**src/rtl/multi_channel_success_monitor.sv**
```systemverilog
// Multi-channel completion monitor: checks that every done channel fires once within a timeout window.
// Latency: success/fail assert one cycle after the deciding done sample; all outputs registered.
// No backpressure: done is level-sampled every RUN cycle; start is ignored while a window is running.
module multi_channel_success_monitor #(
  parameter int NUM_CHANNELS   = 4,
  parameter int TIMEOUT_CYCLES = 20,
  parameter int CNT_WIDTH      = 8,
  parameter int STRICT         = 1
) (
  input  logic                    clock,
  input  logic                    reset,
  input  logic                    start,
  input  logic [NUM_CHANNELS-1:0] done,
  output logic                    busy,
  output logic                    success,
  output logic                    fail,
  output logic [NUM_CHANNELS-1:0] done_mask,
  output logic [CNT_WIDTH-1:0]    cycles
);

  // Reject configurations the counter or mask cannot represent.
  generate
    if (NUM_CHANNELS < 1 || NUM_CHANNELS > 32) begin : g_bad_channels
      $error("multi_channel_success_monitor: NUM_CHANNELS must be in 1..32");
    end
    if (TIMEOUT_CYCLES < 1) begin : g_bad_timeout_low
      $error("multi_channel_success_monitor: TIMEOUT_CYCLES must be at least 1");
    end
    if (64'(TIMEOUT_CYCLES) > ((64'd1 << CNT_WIDTH) - 64'd1)) begin : g_bad_timeout_high
      $error("multi_channel_success_monitor: TIMEOUT_CYCLES exceeds the cycle counter range");
    end
  endgenerate

  typedef enum logic [1:0] {
    S_IDLE = 2'd0,
    S_RUN  = 2'd1,
    S_PASS = 2'd2,
    S_FAIL = 2'd3
  } state_t;

  localparam logic [CNT_WIDTH-1:0] CNT_MAX = '1;
  localparam logic [CNT_WIDTH-1:0] LAST_K  = CNT_WIDTH'(TIMEOUT_CYCLES - 1);

  state_t                  state_q, state_d;
  logic [NUM_CHANNELS-1:0] mask_q, mask_d;
  logic [CNT_WIDTH-1:0]    cnt_q, cnt_d;
  logic [NUM_CHANNELS-1:0] new_mask;
  logic                    dup;

  // State, completion mask and cycle counter registers.
  always_ff @(posedge clock) begin
    if (reset) begin
      state_q <= S_IDLE;
      mask_q  <= '0;
      cnt_q   <= '0;
    end else begin
      state_q <= state_d;
      mask_q  <= mask_d;
      cnt_q   <= cnt_d;
    end
  end

  // Next state: duplicate beats completion, completion beats timeout on the same cycle.
  always_comb begin
    state_d  = state_q;
    mask_d   = mask_q;
    cnt_d    = cnt_q;
    new_mask = mask_q | done;
    dup      = |(done & mask_q);
    unique case (state_q)
      S_IDLE, S_PASS, S_FAIL: begin
        if (start) begin
          state_d = S_RUN;
          mask_d  = '0;
          cnt_d   = '0;
        end
      end
      S_RUN: begin
        mask_d = new_mask;
        cnt_d  = (cnt_q == CNT_MAX) ? cnt_q : cnt_q + CNT_WIDTH'(1);
        if ((STRICT != 0) && dup) begin
          state_d = S_FAIL;
        end else if (&new_mask) begin
          state_d = S_PASS;
        end else if (cnt_q == LAST_K) begin
          state_d = S_FAIL;
        end
      end
      default: state_d = S_IDLE;
    endcase
  end

  assign busy      = (state_q == S_RUN);
  assign success   = (state_q == S_PASS);
  assign fail      = (state_q == S_FAIL);
  assign done_mask = mask_q;
  assign cycles    = cnt_q;

endmodule
```
**config.mk**
```make
export PLATFORM = sky130hd
export DESIGN_NAME = multi_channel_success_monitor
export DESIGN_NICKNAME = d
export VERILOG_FILES = /design/src/rtl/multi_channel_success_monitor.sv
export SDC_FILE = /design/constraint.sdc
export NUM_CORES = 1
export LEC_CHECK = 0
export CAP_MARGIN = 40
export CORE_MARGIN = 1
export CORE_UTILIZATION = 30
export CTS_CLUSTER_SIZE = 40
export DETAILED_ROUTE_END_ITERATION = 8
export SLEW_MARGIN = 5
export SYNTH_ARGS = -nofsm -noshare
export SYNTH_HDL_FRONTEND = slang
export SYNTH_SLANG_ARGS = --single-unit
```
**constraint.sdc**
```tcl
create_clock -name clock -period 1.7 [get_ports clock]
set_input_delay 0.51 -clock clock [delete_from_list [all_inputs] [get_ports clock]]
set_output_delay 0.51 -clock clock [all_outputs]
set_load 0.03 [all_outputs]
```
==> metrics.txt <==
Worst R2R Start=cycles[0]; vias in the first global route=686; Post-CTS Hold Buffers=0; sequential element share of the synthesized area=0.356; commonest non-fill, non-tap cell in the layout=dfxtp_1; Initial DRC Count=17; final setup vio count=0; die span in x=53.3 µm; Net Count, Synth=95; Top FF cell, synth=dfxtp_1; H-tree Lvls=1; GRT Util Overall=0.156; core area=2480 µm²; Clock power frac=0.328; Worst-Skew Late Latency=~0.28 ns; Hold WS=0.523 ns; Post-synth EDFFs=0; max-cap violations=0; die area=around 2800 µm²; Critical Path Source Type=flip-flop; # rows=18; Yosys cell types=36; worst hold path class=reg -> reg; Pwr per Cell Area=684 nW/µm²; DP Worst Slack=-0.0360 ns; clock buffers created by TritonCTS=3; CTS sink cnt=14; drt drc=0; Routed WL=1940 µm; worst-margin pin slew=0.322 ns; run status=finished, final reports clean; Synth Area per Inst=9.06 µm²; Area Overhead vs Synth=41.0%; FILL cells=251; Post-Syn Instances=87; IO Pins=22; clock tree buffer depth=2; r2r endpoint=cycles[0]; highest-count cells in the layout ignoring fill and taps=14 x dfxtp_1, 13 x dlygate4sd2_1, 13 x buf_4, 9 x nor2_1; switching share of power=0.293; First-pass DRT Iterations=4; LEAKAGE=0.465 nW; Clock transition at path regs=0.09 ns; Pint=537 µW; crit path kind=reg -> out; pin count of the biggest net entering global routing=17; Setup crit end=success; final global-route overflow total=0; critical path peak fanout=2; f_max=607 MHz; Final Wtd Congestion=0.742; r2r setup slk=0.25 ns; period utilisation layout=0.969; Core Util, Final=0.448; Tmin final=between 1.5 and 2 ns; CP Data Required Time=1.19 ns; clk root buf=clkbuf_4; Die H=53.3 µm; final slew viol count=0; global-route wire length before repair=between 3000 and 4000 µm; ratio of cells with drive above 1 in the final layout=0.248; via/cell ratio=5.12; CTS tree=done; Worst R2R Path Depth=5; DP Wirelength=1400 µm; post-route setup slack=0.0527 ns; clk_skew=roughly 0.0027 ns; Max transition margin=0.787; share of power burned in registers=0.463; WL/cell=12.9 µm; endpoint class of the critical path=primary output; Hold Fails Final Rpt=0; ANT nets after route=0; NetSw=approximately 220 µW; antenna violations before repair=0; Ant. Diodes=0; warnings from Yosys=0; ys async rst share=0; Setup TNS Final=0 ns; Comb power frac=0.209; Worst IR Drop VDD=~0.56 mV; Initial Util=0.318; port buffer count=21; crit path from=state_q[1]; Nets=130; total number of vias=773; RSZ-0062 raised after global routing=false; #FFs+latches synth=14; synthesized area=788 µm²; Worst EP arrival=1.14 ns
## stage by stage
step | cell area [µm²] | cells | total power, mW
2_1_floorplan | 788 | 87 | 0.455
3_3_place_gp | 1070 | 144 | 0.512
3_5_place_dp | 1070 | 144 | 0.515
4_1_cts | 1100 | 149 | 0.757
5_1_grt | 1110 | 151 | 0.793
6_report | 1110 | 151 | 0.760
## power by group through the flow
stage / registers [mW] / logic (mW) / clock network, mW
3_3_place_gp: 0.359 / 0.153 / 0
2_1_floorplan: 0.377 / 0.0781 / 0
6_report: 0.351 / 0.159 / 0.249
4_1_cts: 0.351 / 0.153 / 0.253
3_5_place_dp: 0.359 / 0.155 / 0
5_1_grt: 0.354 / 0.171 / 0.267
## cell families after synthesis
group           count (synthesis)  synth area share
compound gates                 24             0.211
flops                          14             0.356
buf+inv                         3            0.0429
mux                             2            0.0254
fa+ha+maj                       1            0.0159
simple gates                   43             0.349
## layer usage
layer  part of all wire  up-vias  track usage
li1                   -      396            -
met1               0.50      360        0.221
met2               0.45       15        0.240
met3              0.042        2       0.0345
met4             0.0051        0       0.0263
met5                  0        -            0
## Yosys cell counts (all sizes together), types with 2 or more instances
master	instances	share of area
nor2	10	0.057
a31oi	2	0.016
and3	3	0.037
nand4	2	0.016
mux2i	2	0.025
a21oi	6	0.048
o22ai	2	0.016
nand2b	3	0.033
nand3	6	0.044
and2	3	0.024
o21ai	4	0.030
nor3	5	0.051
dfxtp	14	0.36
a22oi	6	0.057
nand2	5	0.024
## layout make-up
cell class / count / area [µm²] / area share
Sequential cell: 14 / 280 / 0.252
Multi-Input combinational cell: 70 / 474 / 0.427
Inverter: 1 / 11.3 / 0.0101
Tap cell: 30 / 37.5 / 0.0338
Timing Repair Buffer: 32 / 272 / 0.244
Clock buffer: 4 / 36.3 / 0.0327
## flip-flops by register name, summed over array words and instances, names as in the netlist
signal	flops
state_q	2
done_mask	4
cycles	8
## how the worst min path moves through the flow
stage,from,to,slack [ns],depth (start not counted)
CTS,cycles[1],cycles[1],0.53,2
global route,cycles[1],cycles[1],0.56,2
finish,cycles[1],cycles[1],0.52,2
floorplan,state_q[1],state_q[1],0.46,2
global placement,cycles[1],cycles[1],0.51,2
detailed placement,cycles[1],cycles[1],0.52,2
## timing repair
item,CTS,global route
endpoints found under the setup margin,14,1
gates cloned,0,0
resized for setup,14,0
setup buffers,1,2
## critical path, cell delays in order, from the launching register on
cell and delay, ns:
dfxtp_1 0.34, nor2b_1 0.12, dlygate4sd2_1 0.41
No activity file was read; power rests on OpenSTA's default activity.
